File: src/rtl/demux4way_stream.sv
// demux4way_stream: 4-way stream demultiplexer.
//
// Routes a single producer's word stream to one of four output channels, chosen per word by
// in_sel. Each channel owns a one-entry holding register with its own valid/ready handshake,
// so the four consumers stall independently. Accepted words appear on the selected channel
// one cycle after acceptance. A channel that is drained and reloaded on the same edge keeps
// out_valid high, which sustains one word per cycle per channel.
//
// Optional feature (compile-time macro DEMUX4_COUNT_EN):
//   Adds port cnt with one CNT_W-bit wrapping accept counter per channel.
//
// Parameters:
//   WIDTH      data word width in bits (>= 1)
//   CNT_W      width of each per-channel accept counter (used only with DEMUX4_COUNT_EN)
//
// Ports:
//   clk        rising-edge clock
//   reset      synchronous, active-high reset
//   in_data    input word
//   in_sel     destination channel for in_data (0..3)
//   in_valid   producer offers in_data/in_sel this cycle
//   in_ready   block accepts the offered word this cycle (combinational)
//   out_data   channel k data at bits [k*WIDTH +: WIDTH]
//   out_valid  channel k holds a word
//   out_ready  consumer k takes the word this cycle
//   cnt        per-channel accept counters, channel k at [k*CNT_W +: CNT_W]
//              (DEMUX4_COUNT_EN only)

module demux4way_stream #(
    parameter int unsigned WIDTH = 8,
    parameter int unsigned CNT_W = 8
) (
    input  logic               clk,
    input  logic               reset,
    input  logic [WIDTH-1:0]   in_data,
    input  logic [1:0]         in_sel,
    input  logic               in_valid,
    output logic               in_ready,
    output logic [4*WIDTH-1:0] out_data,
    output logic [3:0]         out_valid,
    input  logic [3:0]         out_ready
`ifdef DEMUX4_COUNT_EN
    ,
    output logic [4*CNT_W-1:0] cnt
`endif
);

    if (WIDTH < 1 || CNT_W < 1) begin : g_param_check
        $error("demux4way_stream: WIDTH and CNT_W must be >= 1");
    end

    logic [3:0]       valid_q;
    logic [3:0]       valid_d;
    logic [3:0]       load;
    logic [WIDTH-1:0] data_q [4];

    // Readiness looks only at the selected channel: a full channel is still ready if its
    // consumer drains it on this same edge.
    always_comb begin
        in_ready = ~valid_q[in_sel] | out_ready[in_sel];
    end

    // One-hot load strobe for the channel that accepts this cycle.
    always_comb begin
        load = 4'b0000;
        if (in_valid && in_ready) begin
            load[in_sel] = 1'b1;
        end
    end

    // A load on the draining channel keeps it valid (back-to-back replacement).
    always_comb begin
        valid_d = load | (valid_q & ~out_ready);
    end

    always_ff @(posedge clk) begin
        if (reset) begin
            valid_q <= 4'b0000;
        end else begin
            valid_q <= valid_d;
        end
    end

    assign out_valid = valid_q;

    for (genvar k = 0; k < 4; k++) begin : g_chan
        // Data changes only on an accept to this channel; it is held while stalled and
        // retains its last value after a drain.
        always_ff @(posedge clk) begin
            if (reset) begin
                data_q[k] <= '0;
            end else if (load[k]) begin
                data_q[k] <= in_data;
            end
        end

        assign out_data[k*WIDTH +: WIDTH] = data_q[k];

`ifdef DEMUX4_COUNT_EN
        logic [CNT_W-1:0] cnt_q;

        // Natural wrap modulo 2^CNT_W.
        always_ff @(posedge clk) begin
            if (reset) begin
                cnt_q <= '0;
            end else if (load[k]) begin
                cnt_q <= cnt_q + 1'b1;
            end
        end

        assign cnt[k*CNT_W +: CNT_W] = cnt_q;
`endif
    end

endmodule

File: config.mk
export PLATFORM = sky130hd
export DESIGN_NAME = demux4way_stream
export DESIGN_NICKNAME = d
export VERILOG_FILES = /design/src/rtl/demux4way_stream.sv
export SDC_FILE = /design/constraint.sdc
export NUM_CORES = 1
export LEC_CHECK = 0
export ABC_AREA = 1
export BUFFER_PORTS_ARGS = -buffer_cell sky130_fd_sc_hd__buf_4
export CAP_MARGIN = 30
export CORE_MARGIN = 2
export CORE_UTILIZATION = 40
export CTS_BUF_LIST = sky130_fd_sc_hd__clkbuf_8
export CTS_CLUSTER_DIAMETER = 100
export CTS_CLUSTER_SIZE = 10
export DETAILED_ROUTE_END_ITERATION = 16
export GPL_ROUTABILITY_DRIVEN = 0
export HOLD_SLACK_MARGIN = 0.03
export PLACE_DENSITY = 0.68
export SLEW_MARGIN = 0
export SYNTH_ARGS = -nofsm -noshare
export SYNTH_HDL_FRONTEND = slang
export SYNTH_SLANG_ARGS = --single-unit
File: constraint.sdc
create_clock -name clk -period 2.2 [get_ports clk]
set_input_delay 0.44 -clock clk [delete_from_list [all_inputs] [get_ports clk]]
set_output_delay 0.44 -clock clk [all_outputs]
set_load 0.005 [all_outputs]
Yosys cells after proc, flatten, opt, wreduce, memory -nomap -nowiden. Memories as Yosys holds them, arrays and structs flattened. Cells that the tools add are included.

Bits in registers: 4. Memory bits (writable): 32. Input bits: 17. Output and inout bits: 37. Logic and storage cells: 40. Memories: 1.

Order comparisons: 2. Mux-type cells: 25. Bitwise logic cells: 9. Reductions and logical operators: 2.

Memories: data_q (words 4, width 8, rd ports 4, clocked after Yosys merged registers in 0, write ports 4, RTL line 55) `logic [WIDTH-1:0] data_q [4];`.

Operators by type and width (number): $mux 8 (4); $mux 1 (17); $or 1x1->1 (5); $and 4x4->4 (1); $bmux 1 s2 (2); $mux 4 (1); $not 4->4 (1); $or 4x4->4 (1); $lt 2x3->1 const B (1); $demux 1 s2 (1); $ge 2x1->1 const B (1); $logic_and 1x1->1 (2); $not 1->1 (1).

Longest topological paths before layout. Gate-level depths: netlist (run 1).

Depth after elaboration: 10. Gate-level depth with buffers: 9. Gate-level depth less buffers: 8.

Worst setup path before layout (run 1). OpenSTA, ideal clock, no wires.

Path kind: input port to flip-flop. Start: input port in_sel[0]. End: memory data_q[0][0], enable pin. Library setup time: 0.329 ns. Data arrival time: 1.294 ns. Data required time: 1.871 ns. Setup slack: 0.578 ns. Stages: 8. Buffers on the path: 1. Path through: buf_4 -> nor2_4 -> nand2_1 -> nand2_1 -> nor2_2 -> nand2_4 -> nand3_1 -> nand2_1.

RTL lines: from (decl) (RTL line 36) `input logic [1:0] in_sel,`; to (decl) (RTL line 55).

Final worst setup path (run 1).
Start: input port in_sel[0]. End: output port in_ready.

Word-level cells in the longest chain between the ends: 4. Elaborated cells on any way between the ends: 6. Those cells by class: 4 x mux; 2 x bitwise.

Ends and longest elaborated chain: $bmux 1 s2 (RTL line 60) `in_ready = ~valid_q[in_sel] | out_ready[in_sel];`; $mux 1 (implied by the code) (RTL line 60); $not 1->1 (RTL line 60); $or 1x1->1 * (RTL line 60); to (decl) (RTL line 38) `output logic in_ready,`.

Every way passes the cells marked *; elsewhere a longest branch is shown, timed or not. The select of a mux whose other input is x is not followed.

==> results of run 1 <==
-- metrics by stage --
stage          std cells  worst slack [ns]
2_1_floorplan        124             0.578
3_3_place_gp         223             0.436
3_5_place_dp         223             0.372
4_1_cts              230             0.532
5_1_grt              230             0.453
6_report             230             0.530
-- routing by layer --
layer  share of wire  up-vias  wire [um]  global-route usage
met1            0.41      470       1260               0.193
met2            0.47       46       1440               0.256
met5               0        -          0                   0
met3           0.098        6        300              0.0590
met4           0.020        0         60              0.0703
li1                -      526          -                   -
-- flip-flops by register name (all words and copies together) (netlist names) --
signal / count
out_valid: 4
data_q: 32
-- worst max-delay path: stages --
cell and delay (ns):
buf_4 0.14, inv_2 0.06, nand3_1 0.07, nand2_1 0.07, nor2_2 0.14, nand2_4 0.14, buf_4 0.17
-- final timing paths --
path	start	to	cells past startpoint
hold reg to reg	out_valid[1]	out_valid[1]	2
setup / recovery	in_sel[0]	in_ready	7
hold / removal	out_ready[1]	out_valid[1]	3
setup reg to reg	out_valid[3]	data_q[3][1]	7
-- cells in the mapped netlist (all sizes together) --
library cell,n,share of area
nor2,36,0.097
inv,12,0.030
edfxtp,32,0.65
nand3,7,0.024
nand3b,4,0.020
dfxtp,4,0.054
buf,3,0.012
nand4,4,0.057
nand2,22,0.061
-- logic make-up (layout without fill, tap and decap cells) --
| logic type | after synthesis | in the layout | share of synthesized area |
|---|---|---|---|
| and+or+nand+nor | 73 | 73 | 0.259 |
| buffers and inverters | 15 | 73 | 0.0420 |
| DFF | 36 | 36 | 0.699 |
-- cell type report --
type                    count  area [sq um]  area share
clock buffers               5          68.8      0.0342
well taps                  48          60.1      0.0298
clock inverters             2          7.51     0.00373
flip-flops and latches     36          1040       0.517
inverters                  12          45.0      0.0224
repair buffers             54           405       0.201
multi-input cells          73           385       0.191
-- cell usage in the layout, fill, tap and decap left out --
| cell | n |
|---|---|
| nor2_2 | 1 |
| nand2_4 | 1 |
| inv_1 | 10 |
| inv_2 | 2 |
| clkinv_1 | 2 |
| clkbuf_8 | 5 |
| edfxtp_1 | 32 |
| dfxtp_1 | 4 |
| nand4_4 | 4 |
| nor2_4 | 1 |
| buf_4 | 54 |
| nand3b_1 | 4 |
| nand2_1 | 21 |
| nor2_1 | 34 |
| nand3_1 | 7 |
-- power breakdown --
group	internal, uW	total [uW]	switching [uW]
combinational	70.3	152	81.4
clock	208	422	213
sequential	776	786	9.95
==> results.cfg, run 1 <==
[worst_setup_path]
crit_type = primary input to output pin
critPathCaptureType = output pin
reg2reg_slack_ns = 0.73
startpoint_type = primary input
worstPathArrival_ns = 1.23
crit_fanout = 9
critical_path_required_ns = 1.76

[timing]
timing.hold.ws_ns = 0.413
tightestPinTransition_ns = 0.368
grt_setup_unrepaired = no
slew_violations = 0
slew_headroom = 0.754
setup_tns_ns = 0
post-route-min-period_ns = 1.67
fin_crit_sh = 0.759
max_freq_ghz = 0.599
skew_ns = 0.00361
setup_viol = 0
finalHoldViolations = 0

[route]
wl_per_cell_um = 13.3
drt_wl_total_um = 3060
first_pass_iters = 4
via_count = 1048
drt_iter0_drc = 38
drcViolationCount = 0
postRouteAntennaNets = 0
via_per_inst = 4.56

[layout]
fin_util = 0.558
area_growth_pct = 35.2
drive_gt1_frac = 0.374
nets = 199
fillers = 318
antennaDiodeCount = 0
final_cell_area_sq_mm = 0.00201

[clock_tree]
ctsLongestPathBuffers = 2
cts_setup_buffers = 0
clk_pin_slew_ns = 0.06
tritoncts = built
cts.sinks = 36
clk_latency_ns = 0.29
cts_hold_buf = 0
htreeDepth = 2
root_buffer = clkbuf_8
cts-resized-gates = 0
cts_buffers = 5

[global_route]
grt_max_degree = 11
grt_usage = 0.160
grt_pass1_vias = 1020
antenna_found_initial = 0
grt-ovfl-total = 0
grt_pass1_wl_um = 4970

[logic_synthesis]
syn_inst = 124
seq_area_frac_synth = 0.699
ys_ff_latch = 36
syn-num-nets = 141
syn_avg_cell_area_sq_um = 12.0
ys_warn_count = 0
synthDistinctLibCells = 14
syn_area_sq_mm = 0.00149

[placement]
portBuffers = 53
dpl_cell_area_sq_mm = 0.00194
place_hpwl_um = 2340

[floorplan]
die_h_um = 65.0
num_rows = 22
core_sq_mm = 0.00361
fp.dieArea_sq_mm = 0.00423
start_util = 0.413
die_width_um = 65.0
io-pin-count = 54

[hold_path]
worstHoldPathType = primary input to flip-flop

[pwr]
p_total_uw = 1360
cellLeakagePower_uw = 0.000939
ir_drop_mv = 0.289
cellPowerDensity_mw_per_mm2 = 675

[flow_run]
cap_viol_max_count = 0

[outcome]
status = complete, no violations
Note: power is estimated with default switching activity, not from simulation.
==> run 2: changes to the inputs <==
- ABC_AREA: 1 -> 0
- PLACE_DENSITY: 0.68 -> 0.7
- clock period: 2.2 -> 1.5 ns (I/O delays scaled with it)
==> run 2 against run 1 <==
Effect of this change: the flow now finishes with violations (setup timing); final area increased by 3.2%; core utilization increased by 0.94 points; clock skew increased by 0.00072 ns; flip-flop and latch count unchanged; first-iteration DRC count decreased by 37%; setup slack got worse by 0.79 ns; power increased by 45%; via count increased by 7.3%; register-to-register slack got worse by 0.57 ns; clock power increased by 41%; highest routed layer unchanged.
==> results.cfg, run 2 <==
[flow_run]
cap_viol_max_count = 0

[logic_synthesis]
yosys-top-cells-area = edfxtp_1 (63%), nor3_1 (11%), dfxtp_1 (5.3%), nand3b_1 (4.9%), a41o_1 (2.6%)
ys_ff_latch = 36
syn_area_sq_mm = 0.00152
synthDistinctLibCells = 21
ys_warn_count = 0
syn_avg_cell_area_sq_um = 13.3
synth_common_cells = edfxtp_1 (32), nor3_1 (32), nand3b_1 (10)
seq_area_frac_synth = 0.686
syn-num-nets = 131
yosysTopAreaCellShare = 0.633
synth_edf_count = 32
yosysTopAreaCell = edfxtp_1
syn_inst = 114
yosys_most_used_dff = edfxtp_1
async_flop_share = 0

[floorplan]
start_util = 0.415
fp.dieArea_sq_mm = 0.00430
num_rows = 22
die_h_um = 65.6
io-pin-count = 54
die_width_um = 65.6
core_sq_mm = 0.00366

[timing]
setup_tns_ns = -0.255
timing.hold.ws_ns = 0.298
grt_setup_unrepaired = yes
tightestPinTransition_ns = 0.356
fin_crit_sh = 1.17
slew_violations = 0
finalHoldViolations = 0
max_freq_ghz = 0.570
setup_viol = 1
post-route-min-period_ns = 1.75
skew_ns = 0.00433
worst_slack_ns = -0.255
slew_headroom = 0.763

[layout]
area_growth_pct = 36.9
largest_register_ffs = 32
fin_util = 0.568
nets = 191
antennaDiodeCount = 0
regMostFlops = data_q
drive_gt1_frac = 0.420
mostFrequentLayoutCells = buf_4 (63), nor3_1 (32), edfxtp_1 (32)
finalNonFillerCells = 222
final_common_cell = buf_4

[worst_setup_path]
crit_chain = or2b_1, mux4_2, buf_6
critPathMaxStageDelay_ns = 0.48
worstPathArrival_ns = 1.45
slowest_stage = mux4_2
critical_path_required_ns = 1.20
critPathCaptureType = output pin
reg2reg_slack_ns = 0.16
crit_type = flip-flop to output pin
crit_fanout = 2
cp_top_family = multiplexers
startpoint_type = flip-flop
cp.buffers_inverters = 1

[outcome]
violations = setup timing
status = finished, violations left

[placement]
portBuffers = 53
place_hpwl_um = 2380
dp_slack_ns = -0.0366
dp_cells = 213

[clock_tree]
cts.sinks = 36
root_buffer = clkbuf_8
clk_latency_ns = 0.27
htreeDepth = 2
clk_pin_slew_ns = 0.06
ctsLongestPathBuffers = 2
tritoncts = built
cts_hold_buf = 0
cts_buffers = 5

[route]
drt_wl_total_um = 3120
wl_per_cell_um = 14.1
drt_iter0_drc = 24
postRouteAntennaNets = 0
via_per_inst = 5.06
drcViolationCount = 0
first_pass_iters = 4
via_count = 1124

[global_route]
grt_pass1_wl_um = 4860
antenna_found_initial = 0
grt_max_degree = 17
grt_usage = 0.156
grt_pass1_vias = 1059
grt-ovfl-total = 0

[hold_path]
worstHoldPathType = primary input to flip-flop

[pwr]
cellLeakagePower_uw = 0.000851
cellPowerDensity_mw_per_mm2 = 946
ir_drop_mv = 0.561
==> run 2: changes by cell type in the layout (fill, tap and decap cells not counted), sizes merged, moves of 10 or more <==
cell / delta
inv: -10
buf: +10
nand2: -21
nor2: -36
nor3: +32
==> run 2: worst reg2reg max path, stage by stage (launching register included) <==
cell and delay [ns]:
dfxtp_2 0.32, or2b_1 0.24, buf_4 0.14, a41o_1 0.35
==> run 2: final cells by class <==
class                           count  area (sq um)
Fill cell                         310          1580
Sequential cell                    36          1040
Timing Repair Buffer               64           484
Multi-Input combinational cell     65           407
Clock buffer                        5          68.8
Tap cell                           48          60.1
Clock inverter                      2          7.51
Inverter                            2          7.51
==> run 2: power by group <==
| group | total (uW) | leakage, uW | internal (uW) | switching, uW |
|---|---|---|---|---|
| clock network | 594 | 0.0000391 | 305 | 289 |
| logic | 221 | 0.000434 | 114 | 107 |
| registers | 1150 | 0.000378 | 1140 | 13.6 |
| total | 1970 | 0.000851 | 1560 | 409 |
==> run 2: layer usage <==
layer	global-route usage	up-vias	routed length (um)
li1	-	548	-
met1	0.180	539	1290
met2	0.267	35	1650
met3	0.0445	2	166
met4	0.0703	0	20
met5	0	-	0
==> run 2: worst paths after layout <==
check / from / to / cells past startpoint
setup reg to reg: out_valid[3] / data_q[3][1] / 3
setup / recovery: out_valid[3] / in_ready / 3
hold / removal: reset / out_valid[3] / 2
hold reg to reg: out_valid[0] / out_valid[0] / 3
==> run 2: logic make-up (layout without fill, tap and decap cells) <==
logic type	Yosys count	in the layout	synth area share
flops	36	36	0.686
compound gates	8	8	0.0396
simple gates	56	56	0.214
buf+inv	13	73	0.0462
mux	1	1	0.0148
==> run 2: repair_timing <==
item / in CTS / in global routing
setup endpoints to repair: 1 / 1
resized for setup: 3 / 0
hold endpoints to repair: 0 / 0
setup buffers: 2 / 0
==> run 2: per-stage QoR <==
step	total power, uW	area [sq um]
after detailed placement	1390	1980
after floorplan	1270	1520
final	1970	2080
after global routing	2050	2080
after CTS	1990	2080
after global placement	1380	1980
